## src/rtl/root_stage_controller_if.sv

```systemverilog
// root_stage_controller_if: host request/status and child-controller summary signals
// of the root decode sequencer. The controller uses the master view.
interface root_stage_controller_if #(
   parameter int CHILD_FPGA_COUNT        = 2,
   parameter int ITERATION_COUNTER_WIDTH = 8
);
   logic                               start_decode;
   logic [CHILD_FPGA_COUNT-1:0]        child_busy;
   logic [CHILD_FPGA_COUNT-1:0]        child_odd_clusters;
   logic                               decoding_start;
   logic                               next_iteration;
   logic [ITERATION_COUNTER_WIDTH-1:0] iteration_count;
   logic                               decode_done;
   logic                               busy;
   logic                               iteration_overflow;

   modport master (
      input  start_decode, child_busy, child_odd_clusters,
      output decoding_start, next_iteration, iteration_count,
             decode_done, busy, iteration_overflow
   );

   modport slave (
      output start_decode, child_busy, child_odd_clusters,
      input  decoding_start, next_iteration, iteration_count,
             decode_done, busy, iteration_overflow
   );
endinterface

```

## src/rtl/root_stage_controller.sv

```systemverilog
// root_stage_controller: root-level grow/peel decode sequencer over the child controllers.
// Optional macro ITERATION_LIMIT_EN caps grow rounds at MAX_ITERATIONS and flags overflow.
module root_stage_controller #(
   parameter int CHILD_FPGA_COUNT        = 2,
   parameter int ITERATION_COUNTER_WIDTH = 8,
   parameter int MAX_ITERATIONS          = 200,
   parameter int MERGE_SETTLE_CYCLES     = 6,
   parameter int BUSY_QUIET_CYCLES       = 2,
   parameter int PEEL_HOLD_CYCLES        = 6
) (
   input logic                     clk,
   input logic                     reset,
   root_stage_controller_if.master bus
);
   localparam int CW       = ITERATION_COUNTER_WIDTH;
   localparam int SETTLE_W = $clog2(MERGE_SETTLE_CYCLES + 1);
   localparam int QUIET_W  = $clog2(BUSY_QUIET_CYCLES + 1);
   localparam int HOLD_W   = $clog2(PEEL_HOLD_CYCLES + 1);

   localparam logic [SETTLE_W-1:0] SETTLE_MAX = SETTLE_W'(MERGE_SETTLE_CYCLES);
   localparam logic [QUIET_W-1:0]  QUIET_MAX  = QUIET_W'(BUSY_QUIET_CYCLES);
   localparam logic [HOLD_W-1:0]   HOLD_LAST  = HOLD_W'(PEEL_HOLD_CYCLES - 1);
   localparam logic [CW-1:0]       MAX_CNT    = CW'(MAX_ITERATIONS);

`ifdef ITERATION_LIMIT_EN
   localparam bit LIMIT_EN = 1'b1;
`else
   localparam bit LIMIT_EN = 1'b0;
`endif

   typedef enum logic [2:0] {
      ST_IDLE,
      ST_WAIT_MERGE,
      ST_DECIDE,
      ST_PEEL,
      ST_FINISH
   } state_t;

   state_t                      state_q, state_d;
   logic [CHILD_FPGA_COUNT-1:0] busy_sync_q, busy_sync_d;
   logic [CHILD_FPGA_COUNT-1:0] odd_sync_q, odd_sync_d;
   logic [SETTLE_W-1:0]         settle_q, settle_d;
   logic [QUIET_W-1:0]          quiet_q, quiet_d;
   logic [HOLD_W-1:0]           hold_q, hold_d;
   logic                        decoding_start_q, decoding_start_d;
   logic                        next_iteration_q, next_iteration_d;
   logic [CW-1:0]               iteration_count_q, iteration_count_d;
   logic                        decode_done_q, decode_done_d;
   logic                        busy_q, busy_d;
   logic                        iteration_overflow_q, iteration_overflow_d;

   logic any_busy;
   logic any_odd;
   logic at_limit;

   // Decisions only ever look at the registered child summaries.
   assign any_busy = |busy_sync_q;
   assign any_odd  = |odd_sync_q;
   assign at_limit = LIMIT_EN && (iteration_count_q == MAX_CNT);

   always_comb begin
      state_d              = state_q;
      busy_sync_d          = bus.child_busy;
      odd_sync_d           = bus.child_odd_clusters;
      settle_d             = settle_q;
      quiet_d              = quiet_q;
      hold_d               = hold_q;
      decoding_start_d     = decoding_start_q;
      next_iteration_d     = next_iteration_q;
      iteration_count_d    = iteration_count_q;
      decode_done_d        = 1'b0;
      iteration_overflow_d = iteration_overflow_q;

      case (state_q)
         ST_IDLE: begin
            if (bus.start_decode) begin
               state_d              = ST_WAIT_MERGE;
               decoding_start_d     = 1'b1;
               next_iteration_d     = 1'b0;
               iteration_count_d    = CW'(1);
               iteration_overflow_d = 1'b0;
               settle_d             = '0;
               quiet_d              = '0;
               hold_d               = '0;
            end
         end

         ST_WAIT_MERGE: begin
            if (settle_q != SETTLE_MAX)
               settle_d = settle_q + 1'b1;
            if (any_busy)
               quiet_d = '0;
            else if (quiet_q != QUIET_MAX)
               quiet_d = quiet_q + 1'b1;
            if ((settle_q == SETTLE_MAX) && (quiet_q >= QUIET_MAX))
               state_d = ST_DECIDE;
         end

         ST_DECIDE: begin
            settle_d = '0;
            quiet_d  = '0;
            hold_d   = '0;
            if (any_odd && !at_limit) begin
               next_iteration_d  = ~next_iteration_q;
               iteration_count_d = iteration_count_q + 1'b1;
               state_d           = ST_WAIT_MERGE;
            end else begin
               // Odd clusters left at the limit means a forced, not natural, finish.
               if (any_odd)
                  iteration_overflow_d = 1'b1;
               decoding_start_d = 1'b0;
               state_d          = ST_PEEL;
            end
         end

         ST_PEEL: begin
            decoding_start_d = 1'b0;
            if (hold_q == HOLD_LAST) begin
               next_iteration_d = 1'b1;
               decode_done_d    = 1'b1;
               state_d          = ST_FINISH;
            end else begin
               hold_d = hold_q + 1'b1;
            end
         end

         ST_FINISH: begin
            // Children start the next decode from a 0 reference.
            next_iteration_d = 1'b0;
            state_d          = ST_IDLE;
         end

         default: state_d = ST_IDLE;
      endcase

      busy_d = (state_d != ST_IDLE);
   end

   always_ff @(posedge clk or posedge reset) begin
      if (reset) begin
         state_q              <= ST_IDLE;
         busy_sync_q          <= '0;
         odd_sync_q           <= '0;
         settle_q             <= '0;
         quiet_q              <= '0;
         hold_q               <= '0;
         decoding_start_q     <= 1'b0;
         next_iteration_q     <= 1'b0;
         iteration_count_q    <= '0;
         decode_done_q        <= 1'b0;
         busy_q               <= 1'b0;
         iteration_overflow_q <= 1'b0;
      end else begin
         state_q              <= state_d;
         busy_sync_q          <= busy_sync_d;
         odd_sync_q           <= odd_sync_d;
         settle_q             <= settle_d;
         quiet_q              <= quiet_d;
         hold_q               <= hold_d;
         decoding_start_q     <= decoding_start_d;
         next_iteration_q     <= next_iteration_d;
         iteration_count_q    <= iteration_count_d;
         decode_done_q        <= decode_done_d;
         busy_q               <= busy_d;
         iteration_overflow_q <= iteration_overflow_d;
      end
   end

   assign bus.decoding_start     = decoding_start_q;
   assign bus.next_iteration     = next_iteration_q;
   assign bus.iteration_count    = iteration_count_q;
   assign bus.decode_done        = decode_done_q;
   assign bus.busy               = busy_q;
   assign bus.iteration_overflow = iteration_overflow_q;
endmodule
```

## src/flat_wrapper.sv

```systemverilog
// flat-port wrapper written by rule: the top's interface ports become plain ports
module root_stage_controller_flat 
#(
   parameter int CHILD_FPGA_COUNT        = 2,
   parameter int ITERATION_COUNTER_WIDTH = 8,
   parameter int MAX_ITERATIONS          = 200,
   parameter int MERGE_SETTLE_CYCLES     = 6,
   parameter int BUSY_QUIET_CYCLES       = 2,
   parameter int PEEL_HOLD_CYCLES        = 6
)
  (clk, reset, bus_start_decode, bus_child_busy, bus_child_odd_clusters, bus_decoding_start, bus_next_iteration, bus_iteration_count, bus_decode_done, bus_busy, bus_iteration_overflow);
  root_stage_controller_if #(.CHILD_FPGA_COUNT(CHILD_FPGA_COUNT), .ITERATION_COUNTER_WIDTH(ITERATION_COUNTER_WIDTH)) bus_i ();
  input logic clk;
  input logic reset;
  input wire logic [$bits(bus_i.start_decode)-1:0] bus_start_decode;
  input wire logic [$bits(bus_i.child_busy)-1:0] bus_child_busy;
  input wire logic [$bits(bus_i.child_odd_clusters)-1:0] bus_child_odd_clusters;
  output wire logic [$bits(bus_i.decoding_start)-1:0] bus_decoding_start;
  output wire logic [$bits(bus_i.next_iteration)-1:0] bus_next_iteration;
  output wire logic [$bits(bus_i.iteration_count)-1:0] bus_iteration_count;
  output wire logic [$bits(bus_i.decode_done)-1:0] bus_decode_done;
  output wire logic [$bits(bus_i.busy)-1:0] bus_busy;
  output wire logic [$bits(bus_i.iteration_overflow)-1:0] bus_iteration_overflow;
  assign bus_i.start_decode = bus_start_decode;
  assign bus_i.child_busy = bus_child_busy;
  assign bus_i.child_odd_clusters = bus_child_odd_clusters;
  assign bus_decoding_start = bus_i.decoding_start;
  assign bus_next_iteration = bus_i.next_iteration;
  assign bus_iteration_count = bus_i.iteration_count;
  assign bus_decode_done = bus_i.decode_done;
  assign bus_busy = bus_i.busy;
  assign bus_iteration_overflow = bus_i.iteration_overflow;
  root_stage_controller #(.CHILD_FPGA_COUNT(CHILD_FPGA_COUNT), .ITERATION_COUNTER_WIDTH(ITERATION_COUNTER_WIDTH), .MAX_ITERATIONS(MAX_ITERATIONS), .MERGE_SETTLE_CYCLES(MERGE_SETTLE_CYCLES), .BUSY_QUIET_CYCLES(BUSY_QUIET_CYCLES), .PEEL_HOLD_CYCLES(PEEL_HOLD_CYCLES)) u_core (.clk(clk), .reset(reset), .bus(bus_i));
endmodule
```

## config.mk

```make
export PLATFORM = sky130hd
export DESIGN_NAME = root_stage_controller_flat
export DESIGN_NICKNAME = d
export VERILOG_FILES = /design/src/rtl/root_stage_controller_if.sv /design/src/rtl/root_stage_controller.sv /design/src/flat_wrapper.sv
export SDC_FILE = /design/constraint.sdc
export NUM_CORES = 1
export LEC_CHECK = 0
export BUFFER_PORTS_ARGS = -buffer_cell sky130_fd_sc_hd__buf_2
export CAP_MARGIN = 30
export CORE_ASPECT_RATIO = 1.25
export CORE_MARGIN = 1.5
export CORE_UTILIZATION = 55
export DETAILED_ROUTE_END_ITERATION = 16
export PLACE_DENSITY = 0.85
export SYNTH_ARGS = -nofsm -noshare
export SYNTH_HDL_FRONTEND = slang
export SYNTH_SLANG_ARGS = --single-unit
```

## constraint.sdc

```tcl
create_clock -name clk -period 2.75 [get_ports clk]
set_input_delay 0.4125 -clock clk [delete_from_list [all_inputs] [get_ports clk]]
set_output_delay 0.4125 -clock clk [all_outputs]
set_load 0.02 [all_outputs]
```

-- Word-level counts from Yosys, hierarchy flattened
Cells that the tools add are included.
- bits in read-only memories: 0
- latch bits: 0
- bits in writable memories: 0
- memories kept: 0
- input bits: 7
- register bits after elaboration: 27
- bitwise logic cells: 1
- mux-type cells: 26
- magnitude comparators: 1
- eq/ne operators: 15
- multiply operators: 0
- shifts and indexed selects: 0
- div/mod/pow operators: 0
- add/sub/neg operators: 4
- reductions and logical operators: 15
- operators with widths (cell ; number):
    $mux W3 ; 6
    $pmux W3 S3 ; 2
    $mux W8 ; 2
    $pmux W8 S2 ; 1
    $reduce_and A3 Y1 ; 5
    $pmux W3 S4 ; 1
    $eq A3 B3 Y1 const B ; 3
    $reduce_bool A3 Y1 ; 3
    $add A8 B1 Y8 const B ; 1
    $mux W2 ; 4
    $ne A2 B2 Y1 const B ; 4
    $mux W1 ; 7
    $add A3 B1 Y3 const B ; 2
    $eq A3 B2 Y1 const B ; 2
    $ne A2 B1 Y1 const B ; 3
    $pmux W2 S3 ; 1
    $pmux W1 S4 ; 1
    $reduce_and A4 Y1 ; 1
    $reduce_bool A4 Y1 ; 1
    $reduce_or A2 Y1 ; 2
    $eq A3 B1 Y1 const B ; 1
    $logic_not A3 Y1 ; 1
    $ne A3 B1 Y1 const B ; 1
    $ne A3 B3 Y1 const B ; 1
    other kinds (6) ; 6

-- Depth between registers and ports, before layout
- depth in word-level cells: 5
- mapped depth: 6
- gate-level depth less buffers: 6

-- Worst setup path after synthesis
Ideal clock, no wire load.
- path type: register to register
- start: reg u_core.state_q[2]
- end: reg u_core.iteration_count_q[7] (netlist: u_core.bus.iteration_count[7])
- setup slack: 0.799 ns
- arrival: 1.874 ns
- path buffers: 1
- required time: 2.672 ns
- cell stages (with the launch flop): 6
- period minus slack after synthesis: 1.951 ns
- path through: dfrtp_1 > or2_0 > buf_2 > or4_4 > or4_1 > a21oi_1
- word-level cells in the longest chain between the ends: 3
- elaborated cells between the ends (all ways): 7
- classes of those cells: eq/ne (3); mux (1); reduce/logical (3)
- RTL lines (what ; RTL line ; RTL):
    start, declared ; root_stage_controller.sv:39 ; state_t state_q, state_d;
    start signal, assigned ; root_stage_controller.sv:154 ; state_q <= state_d;
    $eq A3 B2 Y1 / $logic_not A3 Y1 (equally long branches) ; root_stage_controller.sv:74 ; case (state_q)
    $ne A2 B1 Y1 (no source line), or another cell as far along ; n/a ;
    $reduce_and A3 Y1 (no source line) ; n/a ;
    end signal, assigned ; root_stage_controller.sv:162 ; iteration_count_q <= iteration_count_d;
    end, declared ; root_stage_controller.sv:47 ; logic [CW-1:0] iteration_count_q, iteration_count_d;
Several ways; a longest one is shown, not always the timed one.
A chain may end at the register's enable or synchronous reset.

-- Worst setup path in the final report
Same ends and word-level chain as after synthesis.

==> out/results.ini <==
[cts]
htreeDepth=1
cts_root_buffer=clkbuf_4
tritoncts=yes
insertion_delay_ps=320
post_cts_buffers=0
cts_buffers=3
clk_path_buf_depth=2
path_clk_slew_ps=140
ctsHoldBuffers=0
cts_resized=0
clock-sinks=27

[timing]
slew_violations=0
worst_pin_slew_ps=545
slew-limit-headroom_pct=63.4
fmax_mhz=450
fin_skew_ps=2.36
setup_violations=0
grt_setup_unrepaired=no
period_share_pct=80.9
final.setup.tns_ps=0
fin_crit_ps=2220
finalHoldViolations=0

[synthesis]
synth.area.top_cells=dfrtp_1 50%, ha_1 5.6%, o21ai_0 5.2%, nor2_1 3.3%, a21oi_1 3.0%
ys_ff_latch=27
synth.distinct_cells=37
avgSynthCellArea_um2=9.64
yosysWarnings=0
syn-instance-count=140
synth_top_cell_area_share_pct=50.0
synth_area_leader_cell=dfrtp_1
synth_area_um2=1350
syn_nets=153
ys_seq_area_share_pct=50.0

[grt]
antenna_found_initial=0
first_global_vias=1039
grt.total_usage_pct=21.8
grt_pass1_wl_mm=4.38
grt_max_degree=28
grt-ovfl-total=0

[floorplan]
die_area_um2=2760
start_util_pct=59.8
fp.dieH_um=58.4
fp-row-count=19
ios=20
die_x_um=47.3
core_um2=2260

[worst_setup_path]
crit_slowest_cell=dfrtp_1
cp_max_fo=17
crit_required_ps=3010
cp-end-kind=flop
cp_slowest_stage_delay_ps=580
crit_chain=or2_0 > or4_4 > or4_1 > a21oi_1
path_class=flop to flop
cp_top_family=simple AND/OR/NAND/NOR gates
crit_buf_inv=0
worst_setup_path_start_kind=flop
critPathArrivalTime_ps=2480

[final_layout]
antenna_cells=0
regArea_um2=676
fin_nets=171
multiInputGateArea_um2=621
fill_cells=170
fin_cells=188
syn_to_final_growth_pct=11.6
drive_gt1_share_pct=16.6

[min_path]
hold_path.class=primary input to async pin

[placement]
dpl.cell_count=183
numPortBuffers=18
gp_congestion=0.781
hpwl_mm=1.91

[route]
via_per_inst=5.71
antenna_left=0
drt-total-wl_mm=2.54
drt-wirelength-per-cell_um=13.5
drtIter0Drc=21
drcViolationCount=0
vias=1074
first_pass_iters=4

[flow_run]
drv_cap=0

[run_status]
status=finished clean

[power_and_ir_drop]
peakVddDrop_mv=0.473
leakage_nw=0.682
p_per_area_nw_per_um2=751

[synth_stat cells]
master,instances
nor2_1,12
ha_1,6
a21boi_0,1
mux2i_1,2
or4_1,2
nor4_1,1
o41ai_1,1
nor3_1,4
xnor2_1,2
nand3b_1,3
o211ai_1,3
nor3b_1,2
o31a_1,1
buf_4,1
nor2b_1,1
o21ai_0,14
o31ai_1,4
buf_2,1
o21ba_2,1
a211o_1,1
and3_1,1
dfrtp_1,27
clkbuf_1,4
nand2_1,10
nand2b_1,2
or3b_2,1
or4_4,1
or2_0,1
o22ai_1,1
xor2_1,1
a21oi_1,8
nand3_1,8
nor4b_1,1
or3_1,2
inv_1,7
conb_1,1
o22a_1,1
[area by class of cell]
| type | count | share of cell area, % |
|---|---|---|
| multi-input cells | 100 | 41.2 |
| clock inverters | 1 | 0.332 |
| flip-flops and latches | 27 | 44.9 |
| clock buffers | 3 | 1.50 |
| inverters | 7 | 1.74 |
| repair buffers | 19 | 7.81 |
| well taps | 31 | 2.57 |
[metal layers]
layer / vias to the layer above / global-route usage (%) / part of all wire, %
li1: 532 / - / -
met1: 507 / 25.7 / 41
met2: 28 / 39.0 / 54
met3: 7 / 1.84 / 3.0
met4: 0 / 8.33 / 2.4
met5: - / 0 / 0
[stage by stage]
stage	instance area, µm²	util [%]	power [W]	setup slack (ps)	hold slack (ps)
after floorplan	1350	-	0.000882	799	444
after global placement	1450	64.3	0.000946	650	463
after detailed placement	1450	64.3	0.000969	563	466
after CTS	1480	65.5	0.00114	529	169
after global routing	1510	66.7	0.00123	414	12.8
final	1510	66.7	0.00113	526	3.73
[cell families (layout without fill, tap and decap cells)]
group	Yosys count	in the layout	synth area share, %
AO/OA/AOI/OAI	36	36	16.4
XOR/XNOR	3	3	1.95
adder cells (fa/ha/maj)	6	6	5.56
buffers and inverters	13	30	3.99
flip-flops	27	27	50.0
multiplexers	2	2	1.48
other	1	1	0.278
AND/OR/NAND/NOR	52	52	20.3
[cell usage in the layout (no fill, tap or decap), types with 2 or more instances in the layout]
cell type	n
xnor2_1	2
ha_1	6
nand3_1	8
nand2b_1	2
mux2i_1	2
o31ai_1	4
nand3b_1	3
o21ai_0	14
clkbuf_4	3
nor3_1	4
nor3b_1	2
or4_1	2
buf_2	18
nand2_1	10
a21oi_1	8
or3_1	2
o211ai_1	3
dfrtp_1	27
inv_1	7
nor2_1	12
[power by group]
group / switching (W) / internal [W]
clock network: 0.000116 / 0.0000546
registers: 0.000103 / 0.000482
logic: 0.000218 / 0.000159
total: 0.000436 / 0.000696
[worst register-to-register path, delay by kind of cell (launching register included)]
family	cells	cell delay, ps
flip-flops	1	580
AND/OR/NAND/NOR	3	1420
AO/OA/AOI/OAI	1	160
[registers in the layout, indices dropped and copies added (netlist names), 2 cells and up]
name and count:
u_core.bus.iteration_count 8, u_core.settle_q 3, u_core.state_q 3, u_core.odd_sync_q 2
u_core.hold_q 3, u_core.quiet_q 2, u_core.busy_sync_q 2
[final timing paths]
path                                   start                             to  slack, ps  cells after the start
max                        u_core.state_q[2]  u_core.bus.iteration_count[7]        530                      4
min                                    reset             u_core.settle_q[0]          4                      2
max reg2reg                u_core.state_q[2]  u_core.bus.iteration_count[7]        530                      4
min reg2reg                u_core.quiet_q[0]              u_core.quiet_q[0]        480                      1
max in group asynchronous              reset          u_core.busy_sync_q[0]       2340                      3
min in group clk           bus_child_busy[1]          u_core.busy_sync_q[1]        180                      1
No activity file was read; power rests on OpenSTA's default activity.
